--- src/rtl/dmem_pkg.sv ---
// Shared constants and FSM encoding for the two-requester data-memory arbiter.
package dmem_pkg;

  localparam int unsigned DW   = 16;
  localparam int unsigned AW   = 10;
  localparam int unsigned NREQ = 2;

  localparam logic [1:0] S_FREE = 2'd0;
  localparam logic [1:0] S_OWN0 = 2'd1;
  localparam logic [1:0] S_OWN1 = 2'd2;

  typedef enum logic [1:0] {
    FREE = S_FREE,
    OWN0 = S_OWN0,
    OWN1 = S_OWN1
  } state_e;

endpackage

--- src/rtl/rr_arb2.sv ---
// Two-way round-robin grant: a lone requester wins, on contention rr picks the winner.
module rr_arb2
  import dmem_pkg::*;
(
  input  logic [NREQ-1:0] req,
  input  logic            rr,
  output logic [NREQ-1:0] gnt_c
);

  always_comb begin
    gnt_c = req;
    if (&req) begin
      gnt_c = rr ? NREQ'(2'b10) : NREQ'(2'b01);
    end
  end

endmodule

--- src/rtl/dmem_arb.sv ---
// Arbitrates two requesters onto one single-port-style memory with lockable
// ownership and a one-cycle read-return pipeline.
module dmem_arb #(
  parameter int unsigned DW = dmem_pkg::DW,
  parameter int unsigned AW = dmem_pkg::AW
) (
  input  logic            clk,
  input  logic            reset,
  input  logic [1:0]      req,
  input  logic [1:0]      lock,
  input  logic [1:0]      we,
  input  logic [2*AW-1:0] adr,
  input  logic [2*DW-1:0] wdat,
  output logic [1:0]      gnt,
  output logic [1:0]      rvalid,
  output logic [DW-1:0]   rdat,
  output logic            mem_wr_en,
  output logic [AW-1:0]   mem_wr_adr,
  output logic [DW-1:0]   mem_dat_in,
  output logic [AW-1:0]   mem_rd_adr,
  input  logic [DW-1:0]   mem_dat_out
);

  import dmem_pkg::*;

  state_e        state_q, state_n;
  logic          rr_q, rr_n;
  logic [1:0]    rvalid_q;
  logic [AW-1:0] rd_adr_q;
  logic [1:0]    arb_gnt_c;
  logic [1:0]    acc_c;
  logic          win_c;
  logic [AW-1:0] win_adr_c;
  logic [DW-1:0] win_dat_c;

  rr_arb2 u_rr_arb2 (
    .req   (req),
    .rr    (rr_q),
    .gnt_c (arb_gnt_c)
  );

  // State, pointer and read-return registers
  always_ff @(posedge clk or posedge reset) begin
    if (reset) begin
      state_q  <= FREE;
      rr_q     <= 1'b0;
      rvalid_q <= 2'b00;
      rd_adr_q <= '0;
    end else begin
      state_q  <= state_n;
      rr_q     <= rr_n;
      rvalid_q <= acc_c & ~we;
      rd_adr_q <= mem_rd_adr;
    end
  end

  // Grant selection and next-state; owners keep the bus until an unlocked access
  always_comb begin
    state_n = state_q;
    rr_n    = rr_q;
    gnt     = 2'b00;
    if (!reset) begin
      case (state_q)
        FREE:    gnt = arb_gnt_c;
        OWN0:    gnt = {1'b0, req[0]};
        OWN1:    gnt = {req[1], 1'b0};
        default: state_n = FREE;
      endcase
    end
    acc_c = req & gnt;
    win_c = acc_c[1];
    if (|acc_c) begin
      case (state_q)
        FREE: begin
          rr_n = ~win_c;
          if (lock[win_c]) state_n = win_c ? OWN1 : OWN0;
        end
        default: begin
          if (!lock[win_c]) state_n = FREE;
        end
      endcase
    end
  end

  // Memory-side muxing; read address holds when no read is accepted
  always_comb begin
    win_adr_c  = win_c ? adr[2*AW-1:AW] : adr[AW-1:0];
    win_dat_c  = win_c ? wdat[2*DW-1:DW] : wdat[DW-1:0];
    mem_wr_en  = |(acc_c & we);
    mem_wr_adr = win_adr_c;
    mem_dat_in = win_dat_c;
    mem_rd_adr = (|(acc_c & ~we)) ? win_adr_c : rd_adr_q;
  end

  assign rvalid = rvalid_q;
  assign rdat   = mem_dat_out;

endmodule

--- config.mk ---
export PLATFORM = sky130hd
export DESIGN_NAME = dmem_arb
export DESIGN_NICKNAME = d
export VERILOG_FILES = /design/src/rtl/dmem_pkg.sv /design/src/rtl/rr_arb2.sv /design/src/rtl/dmem_arb.sv
export SDC_FILE = /design/constraint.sdc
export NUM_CORES = 1
export LEC_CHECK = 0
export CAP_MARGIN = 10
export CORE_MARGIN = 4
export CORE_UTILIZATION = 30
export CTS_BUF_LIST = sky130_fd_sc_hd__clkbuf_4 sky130_fd_sc_hd__clkbuf_8
export DETAILED_ROUTE_END_ITERATION = 12
export PLACE_DENSITY = 0.87
export SLEW_MARGIN = 20
export SYNTH_ARGS = -nofsm -noshare
export SYNTH_HDL_FRONTEND = slang
export SYNTH_SLANG_ARGS = --single-unit
export TNS_END_PERCENT = 30
--- constraint.sdc ---
create_clock -name clk -period 4.8 [get_ports clk]
set_input_delay 1.2 -clock clk [delete_from_list [all_inputs] [get_ports clk]]
set_output_delay 1.2 -clock clk [all_outputs]
set_load 0.05 [all_outputs]
# After elaboration in Yosys (flattened, before gate mapping)
# Index checks and enable logic that the tools add are counted.
op_classes:
  order_cmp: 1
  eq_ne: 2
  n_mux: 16
  bitwise_logic: 5
  n_reduce_logical: 7
ops:
  columns: ["cell", "count"]
  rows:
  - ["two-way mux 10 bit", 2]
  - ["two-way mux 2 bit", 10]
  - ["two-way mux 16 bit", 1]
  - ["AND 2 bit", 3]
  - ["case mux 2 bit (3 select lines)", 1]
  - ["OR reduction 2 bit", 3]
  - ["AND reduction 2 bit", 2]
  - ["OR reduction 3 bit", 1]
  - ["== test 2 x 1 -> 1 bit, second input constant", 1]
  - ["== test 2 bit, second input constant", 1]
  - ["logical NOT 2 bit", 1]
  - ["< comparator 1 x 2 -> 1 bit, second input constant", 1]
  - ["two-way mux 1 bit", 2]
  - ["inverter 2 bit", 1]
  - ["inverter 1 bit", 1]
word_totals:
  reg_bits: 15
  output_inout_bits: 57
  elab_cells: 35

# Logic depth before layout (Yosys ltp)
logic_depth:
  depth_word: 10
  depth_mapped: 8
  mapped_depth_nobuf: 5

# Modules after synthesis
# From an unflattened synthesis, not the netlist that was laid out.
unflattened:
  cells_unflattened: 172
  area_unflattened_um2: 1263.7
by_module_without_submodules:
  columns: ["mod", "n_inst", "cells_per_inst", "area_per_inst_um2"]
  rows:
  - ["dmem_arb", 1, 169, 1244.9]
  - ["rr_arb2", 1, 3, 18.8]

# Worst setup path after synthesis
# No wires, ideal clock.
synth_path:
  path_kind: "input-to-output"
  start: "input port reset"
  end: "output port mem_dat_in[10]"
  arrival_time_ps: 2622
  required_time_ps: 3600
  setup_slack_ps: 978
  cell_stages: 8
  path_cell_list: "nor3b_2 o21ai_1 buf_4 inv_1 buf_2 buf_2 nand2_1 nand2_1"
synth_between:
  elab_chain_cells: 3
synth_rtl:
  columns: ["element", "line_no", "text"]
  rows:
  - ["start, declared", "dmem_arb.sv:8", "input logic reset,"]
  - ["two-way mux 2 bit", "dmem_arb.sv:62", "if (!reset) begin"]
  - ["net gnt[1]", "dmem_arb.sv:14", "output logic [1:0] gnt,"]
  - ["AND 2 bit", "dmem_arb.sv:70", "acc_c = req & gnt;"]
  - ["two-way mux 16 bit", "dmem_arb.sv:88", "win_dat_c = win_c ? wdat[2*DW-1:DW] : wdat[DW-1:0];"]
  - ["end, declared", "dmem_arb.sv:19", "output logic [DW-1:0] mem_dat_in,"]
# The timed path passes the listed nets, and every way through them passes these cells.

# Final worst setup path
layout_path:
  start: "input port req[1]"
  end: "output port mem_rd_adr[6]"
layout_between:
  elab_chain_cells: 8
  elab_cells_between_ends: 9
  classes_between: "mux (5); bitwise (2); reduce/logical (2)"
layout_rtl:
  columns: ["element", "line_no", "text"]
  rows:
  - ["start, declared", "dmem_arb.sv:9", "input logic [1:0] req,"]
  - ["AND reduction 2 bit", "rr_arb2.sv:12", "if (&req) begin"]
  - ["two-way mux 2 bit", "rr_arb2.sv:12", null]
  - ["case mux 2 bit (3 select lines)", "dmem_arb.sv:63", "case (state_q)"]
  - ["two-way mux 2 bit", "dmem_arb.sv:62", null]
  - ["AND 2 bit *", "dmem_arb.sv:70", null]
  - ["AND 2 bit", "dmem_arb.sv:92", "mem_rd_adr = (|(acc_c & ~we)) ? win_adr_c : rd_adr_q;"]
  - ["OR reduction 2 bit", "dmem_arb.sv:92", null]
  - ["two-way mux 10 bit *", "dmem_arb.sv:92", null]
  - ["end, declared", "dmem_arb.sv:20", "output logic [AW-1:0] mem_rd_adr,"]
# Every way passes the cells marked *; elsewhere a longest branch is shown, timed or not.

==> impl_metrics.tcl <==
set metrics [dict create \
    status "finished, final reports clean" \
    clk_pin_slew_ns 0.06 \
    cts_max_level 1 \
    irDropWorstVdd_uv 194.1 \
    finalCritPeriodShare_pct 91.10 \
    reg2regPathDepth 6 \
    synth_most_common_cell "nand2_1" \
    timing.final.hold_violations 0 \
    cts-root-buf "clkbuf_8" \
    yosysSeqAreaShare_pct 33.15 \
    antenna_found_initial 0 \
    worstMarginPinSlew_ns 0.6675 \
    drc 0 \
    grt_pass1_wl_um 5630 \
    netlist_top_cells_count "nand2_1, buf_4, dfrtp_1" \
    cap_viol_max_count 0 \
    endpoint "mem_rd_adr[6]" \
    netlist_top_cells_area "dfrtp_1, nand2_1, mux2_4" \
    drt-initial-drc-count 39 \
    place_ws_ns 0.4117 \
    die_y_um 69.44 \
    synthCells 130 \
    cts_setup_buffers 0 \
    antenna_left 0 \
    setup_ws_ns 0.4271 \
    port-buffer-count 100 \
    grt_max_degree 30 \
    endpoint_kind "primary output" \
    fin_crit_ns 4.373 \
    num_rows 22 \
    finalMaxSlewViolations 0 \
    ctsResizeCount 0 \
    die-area_mm2 0.004821 \
    final_cells 262 \
    reg2reg_from "state_q[1]" \
    drive_gt1_share_pct 31.31 \
    gr-total-overflow 0 \
    hold_path.class "flop to flop" \
    wl_per_cell_um 13.37 \
    min_from "rd_adr_q[9]" \
    finalSetupViolations 0 \
    viasPerCell 4.515 \
    crit_fanout 10 \
    vias 1183 \
    clock_latency_ns 0.24 \
    arrival_ns 3.17 \
    cts_buffers 3 \
    synthesis.area_mm2 0.001132 \
    num-nets-final 291 \
    wl_um 3502 \
    antennaDiodeCount 0 \
    io_pins 133 \
    place_hpwl_um 2908 \
    cts_hold_buf 0 \
    cp.required_ns 3.60 \
    die_w_um 69.44 \
    synth_edf_count 0 \
    clock_skew_ns 0.0005390 \
    async_flop_share_pct 100.0 \
    synth_top_cell_by_area "dfrtp_1" \
    place_congestion 0.7787 \
    grt_setup_unrepaired "no" \
    initial_utilization_pct 30.93 \
    drt_pass1_iterations 4 \
    regToRegSetupSlack_ns 2.93 \
    syn_nets 206 \
    crit_path_start "req[1]" \
    hold_ws_ns 0.5151 \
    clock-sinks 15 \
    placed_cells 258 \
    synth.top_cell.area_share_pct 33.15 \
    powerDensity_mw_per_mm2 538.0 \
    gr-usage-all-layers_pct 14.06 \
    slew_headroom_pct 55.50 \
    fmax_ghz 0.2287 \
    design.core.area_mm2 0.003661 \
    start_kind "input pin" \
    crit_type "input pin to primary output" \
    p_leak_nw 1.049 \
    yosysUniqueCellTypes 23 \
    syn-mean-instance-area_um2 8.710 \
    tns_ns 0 \
    cts_tree "built" \
    num-fill-cells 318 \
    yosys_most_used_dff "dfrtp_1" \
    grt_pass1_vias 1195 \
    yosysWarnings 0 \
    worstReg2RegEnd "state_q[1]" \
    area.growth.synth_to_final_pct 92.27 \
    ys_seq_elements 15 \
    cts_max_path_buffers 2 \
]
==> critical path: stages <==
cell	delay [ns]
clkdlybuf4s50_1	0.45
nor2b_2	0.18
a211o_1	0.32
o22a_1	0.44
mux2_4	0.42
buf_12	0.15
==> worst min-delay path by stage <==
stage / endpoint / slack [ns] / cells after the start
6_report: rd_adr_q[9] / 0.52 / 1
5_1_grt: rd_adr_q[3] / 0.52 / 1
4_1_cts: rd_adr_q[9] / 0.52 / 1
3_5_place_dp: rd_adr_q[9] / 0.50 / 1
3_3_place_gp: rd_adr_q[9] / 0.50 / 1
2_1_floorplan: rr_q / 0.50 / 1
==> flip-flops by register name, indices dropped and copies added (netlist names) <==
signal    cells
rd_adr_q     10
rr_q          1
rvalid        2
state_q       2
==> power breakdown <==
group | internal (mW) | switching (mW) | leakage [nW]
registers | 0.181 | 0.0280 | 0.183
clock network | 0.0642 | 0.0390 | 0.0262
logic | 0.387 | 0.472 | 0.840
==> metrics by stage <==
stage	utilization, %	instance area, µm²	power (mW)
after floorplan	-	1132	0.7403
after global placement	58.13	2128	1.062
after detailed placement	58.13	2128	1.075
after CTS	59.47	2177	1.181
after global routing	59.47	2177	1.221
final	59.47	2177	1.171
==> layer usage <==
| layer | share of wire [%] | global-route usage [%] | vias up |
|---|---|---|---|
| li1 | - | - | 576 |
| met1 | 39 | 15.06 | 519 |
| met2 | 49 | 25.21 | 78 |
| met3 | 11 | 4.638 | 10 |
| met4 | 1.3 | 5.640 | 0 |
| met5 | 0 | 0 | - |
==> cells by family after synthesis <==
kind of cell           synth area share, %
buffers and inverters                15.80
AO/OA/AOI/OAI                        7.403
AND/OR/NAND/NOR                      20.44
flip-flops                           33.15
multiplexers                         23.20
==> cell type report <==
cell class | instances | area [µm²] | area share [%]
Tap cell | 48 | 60.06 | 2.759
Inverter | 4 | 15.01 | 0.6897
Multi-Input combinational cell | 89 | 581.8 | 26.72
Sequential cell | 15 | 375.4 | 17.24
Clock buffer | 4 | 48.80 | 2.241
Timing Repair Buffer | 102 | 1096 | 50.34
==> cells in the final DEF (no fill, tap or decap), drive strengths merged <==
master,instances
clkdlybuf4s50,62
nand2b,1
mux2,20
nor3b,1
a211oi,2
a21oi,3
a211o,1
o22a,1
dfrtp,15
inv,4
nand2,51
clkbuf,4
a31oi,1
buf,40
a22o,1
o21ai,1
a222oi,1
o22ai,1
nor3,1
nor2b,1
nor2,2
Power figures use the tool's default switching activity.
